<file path="src/rtl/axis_dsp_stream_if_if.sv">
// Bundle of the operand stream, dsp pipeline taps and result stream around axis_dsp_stream_if.
// The master modport is the stream block itself; slave is the surrounding environment.
interface axis_dsp_stream_if_if #(
  parameter int DATA_WIDTH = 16
);
  logic [4*DATA_WIDTH-1:0] s_axis_tdata;
  logic                    s_axis_tvalid;
  logic                    s_axis_tready;

  logic [DATA_WIDTH-1:0]   dsp_a;
  logic [DATA_WIDTH-1:0]   dsp_b;
  logic [DATA_WIDTH-1:0]   dsp_c;
  logic [DATA_WIDTH-1:0]   dsp_d;
  logic [DATA_WIDTH-1:0]   dsp_p;
  logic                    dsp_pd;

  logic [DATA_WIDTH-1:0]   m_axis_tdata;
  logic                    m_axis_tuser;
  logic                    m_axis_tlast;
  logic                    m_axis_tvalid;
  logic                    m_axis_tready;

  logic [15:0]             match_cnt;

  modport master (
    input  s_axis_tdata, s_axis_tvalid, dsp_p, dsp_pd, m_axis_tready,
    output s_axis_tready, dsp_a, dsp_b, dsp_c, dsp_d,
           m_axis_tdata, m_axis_tuser, m_axis_tlast, m_axis_tvalid, match_cnt
  );

  modport slave (
    output s_axis_tdata, s_axis_tvalid, dsp_p, dsp_pd, m_axis_tready,
    input  s_axis_tready, dsp_a, dsp_b, dsp_c, dsp_d,
           m_axis_tdata, m_axis_tuser, m_axis_tlast, m_axis_tvalid, match_cnt
  );
endinterface

</file>
<file path="src/rtl/axis_dsp_stream_if.sv">
// AXI-Stream wrapper for the 3-stage dsp multiply-compare pipeline: skews operands,
// tags issues through the pipe, buffers results in a credit-protected FIFO and packetises them.
module axis_dsp_stream_if #(
  parameter int DATA_WIDTH = 16,
  parameter int FIFO_DEPTH = 8,
  parameter int PKT_LEN    = 4
) (
  input  logic                clk,
  input  logic                rst,
  axis_dsp_stream_if_if.master bus
);
  localparam int PTR_W  = $clog2(FIFO_DEPTH);
  localparam int CNT_W  = PTR_W + 1;
  localparam int BEAT_W = (PKT_LEN > 1) ? $clog2(PKT_LEN) : 1;
  localparam logic [CNT_W-1:0]  DEPTH_C   = CNT_W'(FIFO_DEPTH);
  localparam logic [BEAT_W-1:0] LAST_BEAT = BEAT_W'(PKT_LEN - 1);

  typedef struct packed {
    logic                  pd;
    logic [DATA_WIDTH-1:0] p;
  } result_t;

  logic                  issue;
  logic                  push;
  logic                  pop;
  logic [1:0]            in_flight;
  logic [CNT_W:0]        credit_used;
  logic [DATA_WIDTH-1:0] op_a, op_b, op_c, op_d;
  result_t               head;

  logic [DATA_WIDTH-1:0] b_q, c1_q, c2_q;
  logic [2:0]            vld_q;
  result_t               mem_q [FIFO_DEPTH];
  logic [PTR_W-1:0]      wr_ptr_q, wr_ptr_d;
  logic [PTR_W-1:0]      rd_ptr_q, rd_ptr_d;
  logic [CNT_W-1:0]      fifo_count_q, fifo_count_d;
  logic [BEAT_W-1:0]     beat_q, beat_d;
  logic [15:0]           match_q, match_d;

  assign {op_c, op_b, op_d, op_a} = bus.s_axis_tdata;

  // Every tagged beat already owns a FIFO slot, so the push side can never overrun.
  assign in_flight   = {1'b0, vld_q[0]} + {1'b0, vld_q[1]} + {1'b0, vld_q[2]};
  assign credit_used = {1'b0, fifo_count_q} + {{(CNT_W-1){1'b0}}, in_flight};

  assign bus.s_axis_tready = !rst && (credit_used < {1'b0, DEPTH_C});
  assign issue             = bus.s_axis_tvalid & bus.s_axis_tready;

  // a/d feed the first pipe stage this cycle; b and c follow one and two edges later.
  assign bus.dsp_a = issue ? op_a : '0;
  assign bus.dsp_d = issue ? op_d : '0;
  assign bus.dsp_b = b_q;
  assign bus.dsp_c = c2_q;

  assign push = vld_q[2];
  assign pop  = bus.m_axis_tvalid & bus.m_axis_tready;
  assign head = mem_q[rd_ptr_q];

  assign bus.m_axis_tvalid = (fifo_count_q != '0);
  assign bus.m_axis_tdata  = bus.m_axis_tvalid ? head.p  : '0;
  assign bus.m_axis_tuser  = bus.m_axis_tvalid ? head.pd : 1'b0;
  assign bus.m_axis_tlast  = bus.m_axis_tvalid && (beat_q == LAST_BEAT);
  assign bus.match_cnt     = match_q;

  always_comb begin
    // NOTE: every combinational output is given a default before any branch, so no latch is inferred.
    wr_ptr_d     = wr_ptr_q + PTR_W'(push);
    rd_ptr_d     = rd_ptr_q + PTR_W'(pop);
    fifo_count_d = fifo_count_q;
    beat_d       = beat_q;
    match_d      = match_q;

    case ({push, pop})
      2'b10:   fifo_count_d = fifo_count_q + 1'b1;
      2'b01:   fifo_count_d = fifo_count_q - 1'b1;
      default: fifo_count_d = fifo_count_q;
    endcase

    if (pop) begin
      beat_d = (beat_q == LAST_BEAT) ? '0 : beat_q + 1'b1;
      if (head.pd && (match_q != 16'hFFFF)) begin
        match_d = match_q + 16'd1;
      end
    end
  end

  always_ff @(posedge clk or posedge rst) begin
    // NOTE: state registers use non-blocking assignments so all of them update together at the edge.
    if (rst) begin
      b_q          <= '0;
      c1_q         <= '0;
      c2_q         <= '0;
      vld_q        <= '0;
      wr_ptr_q     <= '0;
      rd_ptr_q     <= '0;
      fifo_count_q <= '0;
      beat_q       <= '0;
      match_q      <= '0;
    end else begin
      b_q          <= issue ? op_b : '0;
      c1_q         <= issue ? op_c : '0;
      c2_q         <= c1_q;
      vld_q        <= {vld_q[1:0], issue};
      wr_ptr_q     <= wr_ptr_d;
      rd_ptr_q     <= rd_ptr_d;
      fifo_count_q <= fifo_count_d;
      beat_q       <= beat_d;
      match_q      <= match_d;
    end
  end

  // NOTE: the result storage is deliberately not reset; an entry is only visible once the count covers it.
  always_ff @(posedge clk) begin
    if (push) begin
      mem_q[wr_ptr_q] <= '{pd: bus.dsp_pd, p: bus.dsp_p};
    end
  end
endmodule

</file>
<file path="src/flat_wrapper.sv">
// flat-port wrapper written by rule: the top's interface ports become plain ports
module axis_dsp_stream_if_flat 
#(
  parameter int DATA_WIDTH = 16,
  parameter int FIFO_DEPTH = 8,
  parameter int PKT_LEN    = 4
)
  (clk, rst, bus_s_axis_tdata, bus_s_axis_tvalid, bus_dsp_p, bus_dsp_pd, bus_m_axis_tready, bus_s_axis_tready, bus_dsp_a, bus_dsp_b, bus_dsp_c, bus_dsp_d, bus_m_axis_tdata, bus_m_axis_tuser, bus_m_axis_tlast, bus_m_axis_tvalid, bus_match_cnt);
  axis_dsp_stream_if_if #(.DATA_WIDTH(DATA_WIDTH)) bus_i ();
  input  logic clk;
  input  logic rst;
  input wire logic [$bits(bus_i.s_axis_tdata)-1:0] bus_s_axis_tdata;
  input wire logic [$bits(bus_i.s_axis_tvalid)-1:0] bus_s_axis_tvalid;
  input wire logic [$bits(bus_i.dsp_p)-1:0] bus_dsp_p;
  input wire logic [$bits(bus_i.dsp_pd)-1:0] bus_dsp_pd;
  input wire logic [$bits(bus_i.m_axis_tready)-1:0] bus_m_axis_tready;
  output wire logic [$bits(bus_i.s_axis_tready)-1:0] bus_s_axis_tready;
  output wire logic [$bits(bus_i.dsp_a)-1:0] bus_dsp_a;
  output wire logic [$bits(bus_i.dsp_b)-1:0] bus_dsp_b;
  output wire logic [$bits(bus_i.dsp_c)-1:0] bus_dsp_c;
  output wire logic [$bits(bus_i.dsp_d)-1:0] bus_dsp_d;
  output wire logic [$bits(bus_i.m_axis_tdata)-1:0] bus_m_axis_tdata;
  output wire logic [$bits(bus_i.m_axis_tuser)-1:0] bus_m_axis_tuser;
  output wire logic [$bits(bus_i.m_axis_tlast)-1:0] bus_m_axis_tlast;
  output wire logic [$bits(bus_i.m_axis_tvalid)-1:0] bus_m_axis_tvalid;
  output wire logic [$bits(bus_i.match_cnt)-1:0] bus_match_cnt;
  assign bus_i.s_axis_tdata = bus_s_axis_tdata;
  assign bus_i.s_axis_tvalid = bus_s_axis_tvalid;
  assign bus_i.dsp_p = bus_dsp_p;
  assign bus_i.dsp_pd = bus_dsp_pd;
  assign bus_i.m_axis_tready = bus_m_axis_tready;
  assign bus_s_axis_tready = bus_i.s_axis_tready;
  assign bus_dsp_a = bus_i.dsp_a;
  assign bus_dsp_b = bus_i.dsp_b;
  assign bus_dsp_c = bus_i.dsp_c;
  assign bus_dsp_d = bus_i.dsp_d;
  assign bus_m_axis_tdata = bus_i.m_axis_tdata;
  assign bus_m_axis_tuser = bus_i.m_axis_tuser;
  assign bus_m_axis_tlast = bus_i.m_axis_tlast;
  assign bus_m_axis_tvalid = bus_i.m_axis_tvalid;
  assign bus_match_cnt = bus_i.match_cnt;
  axis_dsp_stream_if #(.DATA_WIDTH(DATA_WIDTH), .FIFO_DEPTH(FIFO_DEPTH), .PKT_LEN(PKT_LEN)) u_core (.clk(clk), .rst(rst), .bus(bus_i));
endmodule
</file>
<file path="config.mk">
export PLATFORM = sky130hd
export DESIGN_NAME = axis_dsp_stream_if_flat
export DESIGN_NICKNAME = d
export VERILOG_FILES = /design/src/rtl/axis_dsp_stream_if_if.sv /design/src/rtl/axis_dsp_stream_if.sv /design/src/flat_wrapper.sv
export SDC_FILE = /design/constraint.sdc
export NUM_CORES = 1
export LEC_CHECK = 0
export CELL_PAD_IN_SITES_DETAIL_PLACEMENT = 2
export CELL_PAD_IN_SITES_GLOBAL_PLACEMENT = 2
export CORE_MARGIN = 10
export CORE_UTILIZATION = 39
export CTS_BUF_LIST = sky130_fd_sc_hd__clkbuf_16
export DETAILED_ROUTE_END_ITERATION = 12
export PLACE_DENSITY_LB_ADDON = 0.2
export SLEW_MARGIN = 20
export SYNTH_ARGS = -nofsm -noshare
export SYNTH_HDL_FRONTEND = slang
export SYNTH_SLANG_ARGS = --single-unit
</file>
<file path="constraint.sdc">
create_clock -name clk -period 6.95 [get_ports clk]
set_input_delay 1.7375 -clock clk [delete_from_list [all_inputs] [get_ports clk]]
set_output_delay 1.7375 -clock clk [all_outputs]
set_load 0.02 [all_outputs]
</file>
==> results of run 1 <==
## cell usage in the layout (no fill, tap or decap), types with 2 or more instances in the layout
| cell | n |
|---|---|
| a21o_1 | 2 |
| ha_1 | 10 |
| clkinv_1 | 7 |
| edfxtp_1 | 136 |
| xor2_1 | 7 |
| nor3_2 | 2 |
| nor2_1 | 28 |
| clkbuf_16 | 25 |
| nor3_1 | 2 |
| xnor2_1 | 14 |
| and3_1 | 66 |
| nand2_1 | 8 |
| nand3_1 | 7 |
| dfrtp_1 | 78 |
| mux2_2 | 2 |
| fa_1 | 2 |
| buf_4 | 15 |
| nand2b_1 | 5 |
| mux2i_1 | 17 |
| nand4_1 | 7 |
| clkdlybuf4s50_1 | 183 |
| clkinv_2 | 2 |
| inv_1 | 16 |
| mux4_2 | 34 |
## how the worst min path moves through the flow
stage / start / to / slack [ps] / depth (start not counted)
after detailed placement: u_core.c1_q[3] / u_core.bus.dsp_c[3] / 340 / 0
after global routing: u_core.c1_q[10] / u_core.bus.dsp_c[10] / 360 / 0
after global placement: u_core.c1_q[14] / u_core.bus.dsp_c[14] / 330 / 0
after CTS: u_core.c1_q[5] / u_core.bus.dsp_c[5] / 350 / 0
after floorplan: u_core.c1_q[0] / u_core.bus.dsp_c[0] / 330 / 0
final: u_core.c1_q[5] / u_core.bus.dsp_c[5] / 350 / 0
## cells in the mapped netlist (5+ instances only)
library cell and n:
and3_1 66, clkbuf_1 20, dfrtp_1 79, edfxtp_1 136
ha_1 10, inv_1 9, mux2i_1 17, mux4_2 34
nand2_1 8, nand2b_1 5, nand3_1 7, nand4_1 7
nor2_1 28, xnor2_1 14, xor2_1 7
## area by class of cell
| type | instances | area (um^2) | area share (%) |
|---|---|---|---|
| Clock buffer | 25 | 626 | 5.56 |
| Multi-Input combinational cell | 225 | 2140 | 19.0 |
| Sequential cell | 215 | 6060 | 53.9 |
| Timing Repair Buffer | 200 | 1960 | 17.4 |
| Tap cell | 275 | 344 | 3.06 |
| Inverter | 9 | 35.0 | 0.311 |
| Clock inverter | 17 | 91.3 | 0.812 |
## state kept, by name (all words and copies together), names as in the netlist
signal / count
u_core.mem_q: 136
u_core.bus.dsp_b: 16
u_core.bus.dsp_c: 16
u_core.bus.match_cnt: 16
u_core.c1_q: 16
u_core.fifo_count_q: 4
u_core.rd_ptr_q: 3
u_core.vld_q: 3
u_core.wr_ptr_q: 3
u_core.beat_q: 2
## power by group
part	leakage, uW	total (uW)	internal [uW]	switching, uW
combinational	0.00182	1340	658	686
clock	0.000380	1160	678	481
sequential	0.00228	1650	1490	158
## metrics by stage
stage / hold WS, ps / power, uW
2_1_floorplan: 331 / 2420
3_3_place_gp: 333 / 2940
3_5_place_dp: 337 / 3040
4_1_cts: 349 / 4230
5_1_grt: 361 / 4370
6_report: 348 / 4150
## critical path: stages
cell and delay (ps):
clkdlybuf4s50_1 480, a211oi_4 710, buf_4 360, and3_1 210, clkdlybuf4s50_1 640
## per-layer routing
layer | track usage [%] | vias to the layer above | share of wire, %
met5 | 0 | - | 0
met4 | 4.85 | 0 | 2.3
met3 | 5.82 | 43 | 7.6
met2 | 31.9 | 179 | 53
met1 | 19.7 | 2592 | 37
li1 | - | 2190 | -
## logic make-up (layout without fill, tap and decap cells)
family          Yosys count  after routing
xor+xnor                 21             21
buf+inv                  36            251
simple gates            132            132
mux                      54             54
compound gates            6              6
flops                   215            215
fa+ha+maj                12             12
==> summary.txt, run 1 <==
Outcome
  – Status: completed

Yosys
  – Post-synthesis sequential area ratio: approximately 73%
  – Mapped Area: 8320 um^2
  – Post-Synth XOR/XNOR Area: between 2 and 2.5%
  – Mux cell area share after synthesis: between 10% and 20%
  – Top FF cell, synth: edfxtp_1
  – Area share of the leading cell type in the synthesized netlist: ~49%
  – Synth Area in Adders: a little under 2%
  – Post-synth EDFFs: approximately 140
  – Syn avg cell area: between 15 and 20 um^2
  – Largest family of logic cells by synthesized area: multiplexers
  – Synth area leaders: edfxtp_1, dfrtp_1, mux4_2
  – Ys async rst share: 36.7%
  – Cell variety after synth: 34
  – Syn Inst Count: 476
  – Post-Syn Nets: around 570
  – Synth Area in Compound Gates: less than 1%
  – #FFs+latches synth: 215
  – Synth Area in Simple Gates: 8.84%
  – Yosys warns: 0
  – Synth area leader: edfxtp_1

Power
  – Pwr Density: 369 nW/um^2
  – Leakage: 0.00448 uW
  – Peak VDD IR: 0.000163 V

Clock network
  – Worst-path clk slew: 60 ps
  – CTS tree: yes
  – Skew-Pair Late Insertion Delay: 510 ps
  – H-tree levels: 1
  – CTS resizes: 0
  – Num CTS Buffers: 24
  – Root buffer cell: clkbuf_16
  – Hold buffers post-CTS: 0
  – Postcts setup bufs: 0
  – Clock tree buffer depth: 3
  – Clock Sink Count: between 200 and 250

GRT
  – Wire length of the first global-routing pass: 38.6 mm
  – Largest net degree at the start of global routing: 80
  – Vias in the first global route: 6,041
  – Initial antenna violation count: 0
  – Total gr overflow: 0
  – GRT Total Usage: 17.8%

Worst setup path
  – Crit Path Max Fanout: 24
  – CP Class: in -> out
  – R2r setup slk: 3960 ps
  – Worst r2r dst: u_core.fifo_count_q[3]
  – Setup crit end kind: output port
  – Req. time, crit path: 5210 ps
  – Critical R2R Launch: u_core.fifo_count_q[0]
  – R2R cell count: 10
  – CP Launch Type: input port
  – Critical path launch point: rst
  – Crit path capture: bus_dsp_d[5]
  – WP data arrival: between 4000 and 5000 ps

Place
  – GP Congestion: 0.785
  – Placed inst area: 10,500 um^2
  – Port Buffers: 184
  – Post-DP HPWL: 16.9 mm
  – Setup WS pre-CTS: roughly 1100 ps
  – Placed Cells: 924

Drt
  – DR vias/cell: 5.18
  – Total number of vias: roughly 5,000
  – Per-cell routed wire length: around 25 um
  – DRC: 0
  – Post-Route WL: 24.6 mm
  – Pre-Repair DR Iteration Count: 7
  – First DRT Iteration DRCs: between 200 and 250
  – Antenna Violating Nets Remaining: 0

Cells and area
  – Final Util: 53.5%
  – Share of cells above drive strength 1: 12.7%
  – Area delta synth->final: 35.2%
  – Fin nets: 772
  – Finished Cell Area: 11,300 um^2
  – Layout fillers: 1,858
  – Diodes inserted: 0
  – Post-Layout Cell Count: 966

STA
  – Final WS setup: 1080 ps
  – Worst slew pin tran: 842 ps
  – Finish-stage setup viols: 0
  – Unrepaired setup endpoints after global routing: no
  – Fmax: 0.170 GHz
  – Max-slew violations: 0
  – Setup TNS: 0 ps
  – Final Hold Fails: 0
  – Skew final: 13.8 ps
  – Max-slew headroom: between 40% and 50%
  – Period utilization: 84.5%
  – Final worst path period need: 5870 ps

Job
  – Max Cap Viol: 0

Floorplan
  – # IOs: 185
  – Die Ht: roughly 170 um
  – Die Wd: 166 um
  – Full die area: roughly 28,000 um^2
  – Initial Utilization: 39.6%
  – Core box area: 21,000 um^2
  – # rows: 53

Hold path
  – Hold/Removal Path Class: reg -> reg
(Power assumes the default switching activity.)
==> inputs of run 2 (changes only) <==
- CORE_UTILIZATION: 39 -> 36
- clock period: 6.95 -> 6.12 ns (I/O delays scaled with it)
==> run 2 against run 1 <==
Sequential share of layout area decreased by 0.39 points. Core utilization decreased by 3.6 points. Die area increased by 7.3%.
==> summary.txt, run 2 (synthesis gave the netlist of run 1 again) <==
Outcome
  – Status: completed (unchanged)

Power
  – Switching Share: 31.1% (was 31.9%)
  – Peak VDD IR: 0.000188 V (was 0.000163 V)
  – Pwr Density: 422 nW/um^2 (was 369 nW/um^2)
  – Comb pwr share: 30.9% (was 32.4%)
  – Final Total Pwr: 4780 uW (was 4150 uW)
  – Internal: 3290 uW (was 2830 uW)
  – Clk pwr share: 29.6% (was 27.9%)
  – Switching pwr: 1490 uW (was 1330 uW)
  – Sequential power share: 39.5% (was 39.7%)
  – Leakage: 0.00449 uW (was 0.00448 uW)

Drt
  – Total number of vias: 4,966 (was 5,004)
  – Per-cell routed wire length: 24.2 um (was 25.5 um)
  – Pre-Repair DR Iteration Count: 4 (was 7)
  – Antenna Violating Nets Remaining: 0 (unchanged)
  – DR vias/cell: 5.08 (was 5.18)
  – Post-Route WL: 23.7 mm (was 24.6 mm)
  – DRC: 0 (unchanged)
  – First DRT Iteration DRCs: 204 (was 210)

STA
  – Setup TNS: 0 ps (unchanged)
  – Skew final: 7.74 ps (was 13.8 ps)
  – Unrepaired setup endpoints after global routing: no (unchanged)
  – Final worst path period need: slightly above 5000 ps
  – Fmax: 0.194 GHz
  – Finish-stage setup viols: 0 (unchanged)
  – Max-slew headroom: 30.3% (was 43.8%)
  – Worst slew pin tran: 1040 ps (was 842 ps)
  – Worst hold margin: 348 ps (about the same)
  – Period utilization: a little over four fifths
  – Final Hold Fails: 0 (unchanged)
  – Max-slew violations: 0 (unchanged)

Worst setup path
  – Max incr delay on CP: 640 ps (was 710 ps)
  – Req. time, crit path: 4590 ps (was 5210 ps)
  – Worst r2r dst: u_core.fifo_count_q[3] (unchanged)
  – R2R cell count: 10 (unchanged)
  – Setup crit end kind: output port (unchanged)
  – Slowest cell on crit path: clkdlybuf4s50_1 (was a211oi_4)
  – WP data arrival: 3620 ps (was 4130 ps)
  – Crit-path most repeated cell: clkdlybuf4s50_1 (unchanged)
  – Crit Path Max Fanout: 66 (was 24)
  – Critical R2R Launch: u_core.fifo_count_q[0] (unchanged)
  – R2r setup slk: 3070 ps (was 3960 ps)
  – Worst-path cell chain: clkdlybuf4s50_1, a211oi_4, buf_4, and3_1, clkdlybuf4s50_1 (unchanged)
  – CP Class: in -> out (unchanged)
  – CP Launch Type: input port (unchanged)

Cells and area
  – Biggest register: u_core.mem_q (unchanged)
  – Layout fillers: 2,057 (was 1,858)
  – Fin nets: 771 (was 772)
  – Commonest non-fill, non-tap cells in the layout: clkdlybuf4s50_1, edfxtp_1, dfrtp_1 (unchanged)
  – Post-Layout Cell Count: 978 (was 966)
  – Largest register FFs: 136 (unchanged)
  – Share of cells above drive strength 1: 13.3% (was 12.7%)
  – Area delta synth->final: 36.2% (was 35.2%)
  – Leading cell type in the layout, fill and taps excluded: clkdlybuf4s50_1 (unchanged)

Clock network
  – H-tree levels: 1 (unchanged)
  – CTS tree: yes (unchanged)
  – Postcts setup bufs: 0 (unchanged)
  – CTS resizes: 0 (unchanged)
  – Num CTS Buffers: 24 (unchanged)
  – Root buffer cell: clkbuf_16 (unchanged)
  – Clock Sink Count: 215 (unchanged)
  – Hold buffers post-CTS: 0 (unchanged)
  – Clock tree buffer depth: 3 (unchanged)
  – Worst-path clk slew: 60 ps (about the same)
  – Skew-Pair Late Insertion Delay: 510 ps (about the same)

Floorplan
  – # IOs: 185 (unchanged)
  – Core box area: 22,700 um^2 (was 21,000 um^2)
  – Full die area: 29,600 um^2 (was 27,600 um^2)
  – Die Ht: 172 um (was 166 um)
  – Initial Utilization: 36.6% (was 39.6%)
  – Die Wd: 172 um (was 166 um)
  – # rows: 55 (was 53)

Hold path
  – Hold EP: u_core.bus.dsp_c[9] (was u_core.bus.dsp_c[5])
  – Worst Min Path Start: u_core.c1_q[9] (was u_core.c1_q[5])
  – Hold/Removal Path Class: reg -> reg (unchanged)
  – Hold path depth: 0 (unchanged)

GRT
  – Total gr overflow: 0 (unchanged)
  – Largest net degree at the start of global routing: 67 (was 80)
  – Vias in the first global route: 5,844 (was 6,041)
  – Wire length of the first global-routing pass: 36.3 mm (was 38.6 mm)
  – Initial antenna violation count: 1 (was 0)
  – GRT Total Usage: 16.2% (was 17.8%)

Place
  – Placed Cells: 933 (was 924)
  – Post-DP HPWL: 16.4 mm (was 16.9 mm)
  – GP Congestion: 0.775 (was 0.785)
  – Port Buffers: 184 (unchanged)

Job
  – Max Cap Viol: 0 (unchanged)
-- run 2: changes by cell type in the layout (fill, tap and decap cells not counted), moves of 2 or more --
cell	before	now
inv_1	16	10
bufinv_16	1	3
clkinv_1	7	9
clkinv_2	2	6
-- run 2: metal layers --
metal | vias to the layer above | track usage [%] | part of all wire [%]
li1 | 2189 | - | -
met1 | 2578 | 19.0 | 39
met2 | 173 | 26.7 | 49
met3 | 26 | 7.18 | 11
met4 | 0 | 3.52 | 1.4
met5 | - | 0 | 0
-- run 2: how the worst max path moves through the flow --
| stage | start | cells past startpoint | end | slack, ps |
|---|---|---|---|---|
| after global routing | bus_s_axis_tvalid | 4 | bus_dsp_d[10] | 810 |
| after detailed placement | bus_s_axis_tvalid | 4 | bus_dsp_d[7] | 980 |
| after CTS | bus_s_axis_tvalid | 4 | bus_dsp_d[7] | 970 |
| after floorplan | rst | 4 | bus_dsp_a[0] | 2020 |
| final | rst | 5 | bus_dsp_d[8] | 970 |
| after global placement | rst | 5 | bus_dsp_d[10] | 1070 |
-- run 2: power groups by stage --
stage	Clock, uW	Sequential [uW]	Combinational (uW)
after global routing	1520	1920	1610
after floorplan	0	1840	910
after global placement	0	1900	1450
final	1420	1890	1480
after detailed placement	0	1920	1510
after CTS	1460	1900	1520
-- run 2: through the flow --
stage          utilization (%)  setup WS (ps)  cell area, um^2
2_1_floorplan                -           2020             8320
3_3_place_gp              46.4           1070            10500
3_5_place_dp              46.5            976            10600
4_1_cts                   49.9            966            11300
5_1_grt                   49.9            812            11300
6_report                  49.9            975            11300
-- run 2: worst max-delay path: cells and delay by family --
family / cells / cell delay (ps)
buffers and inverters: 3 / 1600
AND/OR/NAND/NOR: 1 / 230
AO/OA/AOI/OAI: 1 / 220
-- run 2: cell type report --
type | instances | area (um^2) | area share [%]
clock inverters | 19 | 156 | 1.38
well taps | 285 | 357 | 3.15
diodes | 1 | 2.50 | 0.0221
multi-input cells | 225 | 2140 | 18.9
flip-flops and latches | 215 | 6060 | 53.5
clock buffers | 25 | 626 | 5.52
repair buffers | 199 | 1950 | 17.2
inverters | 9 | 35.0 | 0.309
==> inputs of run 3 (changes only) <==
- CORE_UTILIZATION: 36 -> 32
- clock period: 6.12 -> 4.6 ns (I/O delays scaled with it)
==> run 3 against run 2 <==
Non-clock buffer count up 5. Worst hold slack worse by 1.8 ps. Core utilization down 5.0 points. Design area up 0.71%. Cell count up 5.3%. Critical path depth up 2. Clock power up 32%. Die area up 11%. Via count up 0.91%. Critical endpoint is now bus_dsp_d[0]. Highest routed layer is now met5.
==> summary.txt, run 3 (synthesis gave the netlist of run 1 again) <==
Drt
  – Antenna Violating Nets Remaining: 0 (unchanged)
  – Total number of vias: 5,011 (was 4,966)
  – DR vias/cell: 4.87 (was 5.08)
  – Per-cell routed wire length: 23.5 um (was 24.2 um)
  – Post-Route WL: 24.2 mm (was 23.7 mm)
  – Pre-Repair DR Iteration Count: 4 (unchanged)
  – DRC: 0 (unchanged)
  – First DRT Iteration DRCs: 212 (was 204)

Clock network
  – Num CTS Buffers: 25 (was 24)
  – CTS resizes: 0 (unchanged)
  – H-tree levels: 1 (unchanged)
  – Skew-Pair Late Insertion Delay: 520 ps (was 510 ps)
  – Clock Sink Count: 215 (unchanged)
  – Root buffer cell: clkbuf_16 (unchanged)
  – Worst-path clk slew: 60 ps (about the same)
  – Hold buffers post-CTS: 0 (unchanged)
  – CTS tree: yes (unchanged)
  – Clock tree buffer depth: 3 (unchanged)
  – Postcts setup bufs: 0 (unchanged)

Job
  – Max Cap Viol: 0 (unchanged)

Cells and area
  – Largest register FFs: 136 (unchanged)
  – Final Util: 45.0% (was 49.9%)
  – Layout fillers: 2,423 (was 2,057)
  – Fin nets: 777 (was 771)
  – Share of cells above drive strength 1: 14.2% (was 13.3%)
  – Area delta synth->final: 37.2% (was 36.2%)
  – Biggest register: u_core.mem_q (unchanged)
  – Commonest non-fill, non-tap cells in the layout: clkdlybuf4s50_1, edfxtp_1, dfrtp_1 (unchanged)
  – Leading cell type in the layout, fill and taps excluded: clkdlybuf4s50_1 (unchanged)

Floorplan
  – Full die area: 32,900 um^2 (was 29,600 um^2)
  – Die Ht: 181 um (was 172 um)
  – # IOs: 185 (unchanged)
  – Core box area: 25,400 um^2 (was 22,700 um^2)
  – Die Wd: 181 um (was 172 um)
  – # rows: 58 (was 55)
  – Initial Utilization: 32.8% (was 36.6%)

GRT
  – Wire length of the first global-routing pass: 37.1 mm (was 36.3 mm)
  – Vias in the first global route: 5,953 (was 5,844)
  – Initial antenna violation count: 4 (was 1)
  – GRT Total Usage: 14.4% (was 16.2%)
  – Largest net degree at the start of global routing: 35 (was 67)
  – Total gr overflow: 0 (unchanged)

Worst setup path
  – Crit Path Max Fanout: 34 (was 66)
  – Setup crit end kind: output port (unchanged)
  – WP data arrival: 3250 ps (was 3620 ps)
  – CP Class: reg -> out (was in -> out)
  – CP Launch Type: flip-flop (was input port)
  – Req. time, crit path: 3450 ps (was 4590 ps)

STA
  – Fmax: ~0.23 GHz
  – Setup TNS: 0 ps (unchanged)
  – Worst slew pin tran: 821 ps (was 1040 ps)
  – Final Hold Fails: 0 (unchanged)
  – Skew final: 11.4 ps (was 7.74 ps)
  – Period utilization: between 90% and 100%
  – Final worst path period need: 4400 ps
  – Max-slew violations: 0 (unchanged)
  – Unrepaired setup endpoints after global routing: no (unchanged)
  – Max-slew headroom: 45.0% (was 30.3%)
  – Finish-stage setup viols: 0 (unchanged)

Place
  – Post-DP HPWL: 17.0 mm (was 16.4 mm)
  – GP Congestion: 0.808 (was 0.775)
  – Port Buffers: 184 (unchanged)

Power
  – Internal: 4350 uW (was 3290 uW)
  – Switching Share: 31.6% (was 31.1%)
  – Clk pwr share: 29.4% (was 29.6%)
  – Peak VDD IR: 0.000317 V (was 0.000188 V)
  – Comb pwr share: 32.0% (was 30.9%)
  – Sequential power share: 38.5% (was 39.5%)
  – Switching pwr: 2010 uW (was 1490 uW)
  – Pwr Density: 557 nW/um^2 (was 422 nW/um^2)
  – Leakage: 0.00452 uW (was 0.00449 uW)

Hold path
  – Hold/Removal Path Class: reg -> reg (unchanged)

Outcome
  – Status: completed (unchanged)
run 3: cell count changes in the layout (fill, tap and decap cells not counted), sizes merged:
cell / previous run / this run
clkinvlp: 0 / 1
bufinv: 3 / 2
clkinv: 15 / 11
buf: 15 / 21
inv: 10 / 16
clkdlybuf4s50: 184 / 183
run 3: metrics by stage:
step                hold WS (ps)  area [um^2]  power [uW]  instances  worst slack (ps)
finish                       346        11400        6360       1030               196
global route                 355        11400        6690       1029              21.8
CTS                          349        11400        6480       1029              71.6
detailed placement           338        10600        4570        983               424
global placement             332        10600        4480        983               455
floorplan                    331         8320        3660        476              1110
run 3: worst max-delay path: stages (launching register included):
cell and delay (ps):
dfrtp_1 450, fa_1 450, ha_1 280, a31o_1 220
a211oi_4 250, buf_6 240, and3_1 210, clkdlybuf4s50_1 630
run 3: worst paths after layout:
path,from,endpoint,slack (ps),cells after the start
worst min-delay path,u_core.c1_q[4],u_core.bus.dsp_c[4],350,0
max in group asynchronous,rst,u_core.bus.dsp_c[3],2750,3
worst max register to register,u_core.fifo_count_q[0],u_core.fifo_count_q[3],1500,11
worst max-delay path,u_core.fifo_count_q[0],bus_dsp_d[0],200,7
min in group asynchronous,rst,u_core.fifo_count_q[2],1090,2
worst min register to register,u_core.c1_q[4],u_core.bus.dsp_c[4],350,0
run 3: power by group through the flow:
stage	clock network (uW)	registers (uW)	logic [uW]
after floorplan	0	2440	1210
after global routing	2000	2480	2200
final	1870	2450	2040
after detailed placement	0	2500	2080
after global placement	0	2480	2000
after CTS	1920	2460	2090
run 3: final cells by class:
type                            instances  area [um^2]  share of cell area, %
Sequential cell                       215         6060                   53.1
Multi-Input combinational cell        225         2140                   18.7
Timing Repair Buffer                  204         1990                   17.5
Clock buffer                           25          626                   5.48
Tap cell                              330          413                   3.62
Clock inverter                         21          150                   1.32
Inverter                                9         35.0                  0.307
Antenna cell                            1         2.50                 0.0219
run 3: metal layers:
metal	share of wire [%]	routed length (um)	track usage [%]	up-vias
li1	-	-	-	2206
met1	38	9280	16.0	2603
met2	51	12400	25.3	168
met3	8.9	2150	5.95	32
met4	1.6	380	2.96	2
met5	0.074	18	0	-
